===== src/rtl/arima_result_tx.sv =====
// arima_result_tx
// Output-side collector/transmitter for the ARIMA accelerator.
// Delays in_valid by LATENCY cycles so that it lines up with dp_data.
// Converts each captured Q(DATA_W-FRAC_W).FRAC_W result to a signed
// OUT_W-bit word with OUT_FRAC fractional bits, queues the word in a
// DEPTH-entry FIFO and streams it out over a valid/ready interface.
//
// Optional macro ARIMA_TX_SAT_EN: when defined, converted values clamp
// to the OUT_W signed range and the sticky sat_hit port is present.
// When it is not defined, the low OUT_W bits are kept (wrap).
//
// Ports:
//   clk        rising-edge clock
//   rst        synchronous reset, active low
//   start      one-cycle pulse; begins a run (IDLE or DONE only)
//   n_samples  results expected in the run, sampled on start
//   in_valid   a sample entered data_path this cycle
//   dp_data    data_path result, signed, FRAC_W fractional bits
//   m_valid    FIFO head valid
//   m_ready    downstream accepts the head
//   m_data     converted head word
//   m_last     head is the n_samples-th result of the run
//   overflow   sticky: a result was dropped on a full FIFO
//   done       run complete, all results sent
//   count      results captured in the current run (saturating)
//   sat_hit    (ARIMA_TX_SAT_EN only) sticky: a result was clamped
module arima_result_tx #(
   parameter int DATA_W   = 32,
   parameter int FRAC_W   = 15,
   parameter int OUT_W    = 16,
   parameter int OUT_FRAC = 8,
   parameter int LATENCY  = 3,
   parameter int DEPTH    = 16
) (
   input  logic              clk,
   input  logic              rst,
   input  logic              start,
   input  logic [31:0]       n_samples,
   input  logic              in_valid,
   input  logic [DATA_W-1:0] dp_data,
   output logic              m_valid,
   input  logic              m_ready,
   output logic [OUT_W-1:0]  m_data,
   output logic              m_last,
   output logic              overflow,
   output logic              done,
   output logic [31:0]       count
`ifdef ARIMA_TX_SAT_EN
  ,output logic              sat_hit
`endif
);

   localparam int SHIFT = FRAC_W - OUT_FRAC;
   localparam int AW    = $clog2(DEPTH);
   localparam logic [AW:0] FULL_OCC = (AW+1)'(DEPTH);

   typedef enum logic [1:0] {IDLE, RUN, DRAIN, DONE} state_t;

   state_t state, state_nxt;

   logic [LATENCY-1:0] dl;
   logic               cap;
   logic               capture;
   logic               start_ok;
   logic [31:0]        n_reg;
   logic [32:0]        cnt_inc;
   logic               cnt_hit;

   logic [OUT_W:0]     mem [0:DEPTH-1];
   logic [AW-1:0]      wr_ptr, rd_ptr;
   logic [AW:0]        occ;
   logic               empty, full, push, pop, drop;

   logic signed [DATA_W-1:0] shifted;
   logic [OUT_W-1:0]         word;

   assign start_ok = start && (state == IDLE || state == DONE);
   assign cap      = dl[LATENCY-1];
   assign capture  = cap && (state == RUN);
   assign cnt_inc  = {1'b0, count} + 33'd1;
   assign cnt_hit  = (cnt_inc == {1'b0, n_reg});

   // Arithmetic right shift floors toward minus infinity.
   assign shifted = $signed(dp_data) >>> SHIFT;

`ifdef ARIMA_TX_SAT_EN
   localparam logic signed [DATA_W-1:0] MAX_V = DATA_W'((2**(OUT_W-1)) - 1);
   localparam logic signed [DATA_W-1:0] MIN_V = ~MAX_V;
   logic clamp;

   always_comb begin
      clamp = 1'b0;
      word  = shifted[OUT_W-1:0];
      if (shifted > MAX_V) begin
         clamp = 1'b1;
         word  = MAX_V[OUT_W-1:0];
      end else if (shifted < MIN_V) begin
         clamp = 1'b1;
         word  = MIN_V[OUT_W-1:0];
      end
   end
`else
   logic unused_high;
   assign unused_high = ^shifted[DATA_W-1:OUT_W];
   assign word = shifted[OUT_W-1:0];
`endif

   assign empty = (occ == '0);
   assign full  = (occ == FULL_OCC);
   assign pop   = m_valid && m_ready;
   // A pop on the same edge frees a slot, so a full FIFO still accepts.
   assign push  = capture && (!full || pop);
   assign drop  = capture && full && !pop;

   assign m_valid = !empty;
   assign m_data  = m_valid ? mem[rd_ptr][OUT_W-1:0] : '0;
   assign m_last  = m_valid && mem[rd_ptr][OUT_W];

   always_ff @(posedge clk) begin
      if (!rst) state <= IDLE;
      else      state <= state_nxt;
   end

   always_comb begin
      state_nxt = state;
      done      = (state == DONE);
      case (state)
         IDLE, DONE: begin
            if (start) state_nxt = (n_samples == '0) ? DONE : RUN;
         end
         RUN: begin
            if (capture && cnt_hit) state_nxt = DRAIN;
         end
         DRAIN: begin
            // No pushes here, so popping the only entry empties the FIFO.
            if (empty || (pop && occ == (AW+1)'(1))) state_nxt = DONE;
         end
         default: state_nxt = IDLE;
      endcase
   end

   always_ff @(posedge clk) begin
      if (push) mem[wr_ptr] <= {cnt_hit, word};
   end

   always_ff @(posedge clk) begin
      if (!rst) begin
         dl       <= '0;
         wr_ptr   <= '0;
         rd_ptr   <= '0;
         occ      <= '0;
         count    <= '0;
         overflow <= 1'b0;
         n_reg    <= '0;
`ifdef ARIMA_TX_SAT_EN
         sat_hit  <= 1'b0;
`endif
      end else if (start_ok) begin
         dl       <= '0;
         wr_ptr   <= '0;
         rd_ptr   <= '0;
         occ      <= '0;
         count    <= '0;
         overflow <= 1'b0;
         n_reg    <= n_samples;
`ifdef ARIMA_TX_SAT_EN
         sat_hit  <= 1'b0;
`endif
      end else begin
         dl[0] <= in_valid && (state == RUN);
         for (int unsigned i = 1; i < LATENCY; i++) dl[i] <= dl[i-1];

         if (push) wr_ptr <= wr_ptr + 1'b1;
         if (pop)  rd_ptr <= rd_ptr + 1'b1;
         case ({push, pop})
            2'b10:   occ <= occ + 1'b1;
            2'b01:   occ <= occ - 1'b1;
            default: occ <= occ;
         endcase

         if (capture && count != '1) count <= count + 1'b1;
         if (drop) overflow <= 1'b1;
`ifdef ARIMA_TX_SAT_EN
         if (capture && clamp) sat_hit <= 1'b1;
`endif
      end
   end

endmodule


===== config.mk =====
export PLATFORM = sky130hd
export DESIGN_NAME = arima_result_tx
export DESIGN_NICKNAME = d
export VERILOG_FILES = /design/src/rtl/arima_result_tx.sv
export SDC_FILE = /design/constraint.sdc
export NUM_CORES = 1
export LEC_CHECK = 0
export ABC_AREA = 1
export CORE_UTILIZATION = 55
export CTS_CLUSTER_DIAMETER = 30
export DETAILED_ROUTE_END_ITERATION = 8
export GPL_TIMING_DRIVEN = 0
export HOLD_SLACK_MARGIN = 0.15
export PLACE_DENSITY = 0.76
export SYNTH_ARGS = -nofsm -noshare
export SYNTH_HDL_FRONTEND = slang
export SYNTH_SLANG_ARGS = --single-unit

===== constraint.sdc =====
create_clock -name clk -period 5.73 [get_ports clk]
set_input_delay 0.573 -clock clk [delete_from_list [all_inputs] [get_ports clk]]
set_output_delay 0.573 -clock clk [all_outputs]
set_load 0.01 [all_outputs]

==> impl_metrics.json, run 1 <==
{
  "status": "finished clean",
  "drv_slew": 0,
  "rsz0062_at_grt": "false",
  "irDropWorstVdd_mv": 0.212,
  "wl_mm": 47.8,
  "insertion_delay_ns": 0.58,
  "crit_chain": "clkbuf_1 -> clkbuf_1 -> clkbuf_1 -> nor2_1 -> o221ai_1 -> nand3_1 -> a21oi_1 -> clkdlybuf4s50_1",
  "critical_path.slowest_cell": "clkbuf_1",
  "avgSynthCellArea_um2": 9.93,
  "grt_pass1_wl_mm": 71.7,
  "fin_tns_setup_ns": 0,
  "area_growth_pct": 26.8,
  "largest_reg_flops": 272,
  "cts_resized": 0,
  "min_period_over_period_pct": 83.5,
  "synth_nets": 1659,
  "yosys-top-cells-area": "edfxtp_1 (52%), dfxtp_1 (11%), o21ai_0 (6.8%), nor2_1 (6.5%), nand2_1 (5.6%)",
  "cp-start-kind": "flip-flop",
  "required_ns": 5.16,
  "setup_violations": 0,
  "synthArstFlopShare_pct": 0,
  "start_util_pct": 56.1,
  "ys.flop_type": "edfxtp_1",
  "coreArea_um2": 27900,
  "worstSetupPathType": "flip-flop to primary output",
  "whs_ns": 0.408,
  "ant_nets": 0,
  "maxSlewHeadroom_pct": 33.8,
  "arrival_ns": 4.21,
  "grt_start_max_net_pins": 18,
  "power_density_nw_per_um2": 399,
  "min_path_type": "flip-flop to flip-flop",
  "route.vias.total": 13300,
  "synth_warnings": 0,
  "power_leakage_nw": 7.07,
  "die_h_um": 171,
  "nFillCells": 1940,
  "post_cts_buffers": 0,
  "period_needed_ns": 4.78,
  "cts_hold_buf": 0,
  "instances_no_fill": 2203,
  "clock-sinks": 359,
  "dp_hpwl_mm": 31.8,
  "final_core_util_pct": 71.1,
  "power.total_mw": 7.92,
  "synth_area_um2": 15700,
  "antenna_found_initial": 0,
  "drtIter0Drc": 1386,
  "seqPwrFrac_pct": 37.2,
  "ys_ff_latch": 359,
  "finalClockSkew_ns": 0.0282,
  "grt.overflow.total": 0,
  "yosys-top-cells-count": "nor2_1 (273), edfxtp_1 (272), nand2_1 (232)",
  "gp_congestion": 0.957,
  "routedWlPerCell_um": 21.7,
  "path_buf_inv": 4,
  "crit_fanout": 10,
  "critPathTopFamily": "buffers and inverters",
  "cts_inserted_buffers": 69,
  "synth_most_common_cell": "nor2_1",
  "grt_pass1_vias": 12900,
  "yosysTopAreaCell": "edfxtp_1",
  "nNetsFinal": 1850,
  "synth_edf_count": 272,
  "clkPwrFrac_pct": 51.0,
  "ios": 121,
  "dp.cells": 2076,
  "endpoint_kind": "primary output",
  "fp-row-count": 61,
  "dieArea_um2": 29200,
  "yosysTopAreaCellShare_pct": 52.1,
  "ys_seq_area_share_pct": 63.3,
  "p_switching_mw": 2.08,
  "combPwrFrac_pct": 11.8,
  "cts_root_buf": "clkbuf_16",
  "crit_path_frequent_cell": "clkbuf_1",
  "p_int_mw": 5.83,
  "grtUsageTotal_pct": 33.4,
  "tightest_slew_ns": 0.992,
  "cts_max_level": 3,
  "ys_types": 36,
  "synthCells": 1578,
  "drive_gt1_share_pct": 9.64,
  "drc_errors": 0,
  "num_antenna_cells": 0,
  "numPortBuffers": 104,
  "hold_violations": 0,
  "vias_per_cell": 6.04,
  "cts_tree": "yes",
  "die_w_um": 171,
  "clk_path_buf_depth": 3,
  "clk_pin_slew_ns": 0.05,
  "switching_share_pct": 26.3,
  "drt_pass1_iterations": 6,
  "fmax_mhz": 209,
  "critical-path-max-stage-delay_ns": 0.70,
  "timing.max_cap.violations": 0
}
## cell usage in the layout (no fill, tap or decap), types with 12 or more instances in the layout
cell type and instances:
a21oi_1 83, buf_8 12, clkbuf_1 76, clkbuf_16 70, clkdlybuf4s50_1 104, dfxtp_1 87, edfxtp_1 272, ha_1 12
inv_1 101, nand2_1 232, nand3_1 89, nor2_1 257, nor2_2 19, o21ai_0 213, o221ai_1 52, o22ai_1 16
## kinds of logic after synthesis
logic type | after synthesis | share of synthesized area, %
AO/OA/AOI/OAI | 377 | 13.5
flip-flops | 359 | 63.3
adder cells (fa/ha/maj) | 12 | 0.959
buffers and inverters | 179 | 4.30
XOR/XNOR | 8 | 0.671
AND/OR/NAND/NOR | 643 | 17.3
## per-layer routing
layer,track usage (%),up-vias,part of all wire (%)
li1,-,5971,-
met1,39.4,6153,37
met2,54.4,946,46
met3,7.06,234,9.8
met4,24.2,0,7.3
met5,0,-,0
## per-stage QoR
step	instance area [um^2]	worst slack [ns]
2_1_floorplan	15700	2.72
3_3_place_gp	17200	1.57
3_5_place_dp	17500	1.82
4_1_cts	19900	1.13
5_1_grt	19900	0.803
6_report	19900	0.946
## power by group through the flow
stage | logic, mW | clock network [mW] | registers [mW]
after floorplan | 0.549 | 0 | 2.97
after global placement | 0.875 | 0 | 2.99
after detailed placement | 0.896 | 0 | 2.99
after CTS | 0.914 | 4.04 | 2.94
after global routing | 1.02 | 4.17 | 2.95
final | 0.936 | 4.04 | 2.94
## area by class of cell
class | instances | area [um^2] | share of cell area, %
Sequential cell | 359 | 9910 | 49.9
Multi-Input combinational cell | 1040 | 5130 | 25.8
Clock buffer | 83 | 1840 | 9.27
Timing Repair Buffer | 120 | 1310 | 6.60
Clock inverter | 44 | 519 | 2.62
Tap cell | 378 | 473 | 2.38
Inverter | 107 | 402 | 2.02
Buffer | 72 | 272 | 1.37
## worst paths after layout
kind | slack [ns] | startpoint | to | depth (start not counted)
setup reg to reg | 2.77 | count[0] | count[29] | 11
hold reg to reg | 0.41 | dl[0] | dl[1] | 2
setup / recovery | 0.95 | flip-flop | m_data[2] | 8
hold / removal | 0.41 | dl[0] | dl[1] | 2
## tightest hold or removal path, stage by stage, from the launching register on
cell     delay, ns
dfxtp_1       0.29
inv_1         0.04
nor2_1        0.03
(Power assumes the default switching activity.)
==> run 2: changes to the inputs <==
==> constraint.sdc (replaced) <==
create_clock -name clk -period 4.91 [get_ports clk]
set_input_delay 0.491 -clock clk [delete_from_list [all_inputs] [get_ports clk]]
set_output_delay 0.491 -clock clk [all_outputs]
set_load 0.01 [all_outputs]
==> results of run 2 <==
Same layout as run 1 (identical final DEF). Status: finished clean.
Among the figures that moved: setup slack after placement 1.82 ns -> 1.08 ns; setup slack after layout 0.946 ns -> 0.208 ns; register-to-register setup slack 2.77 ns -> 1.95 ns; total power 7.92 mW -> 9.24 mW; worst IR drop on VDD 0.212 mV -> 0.247 mV
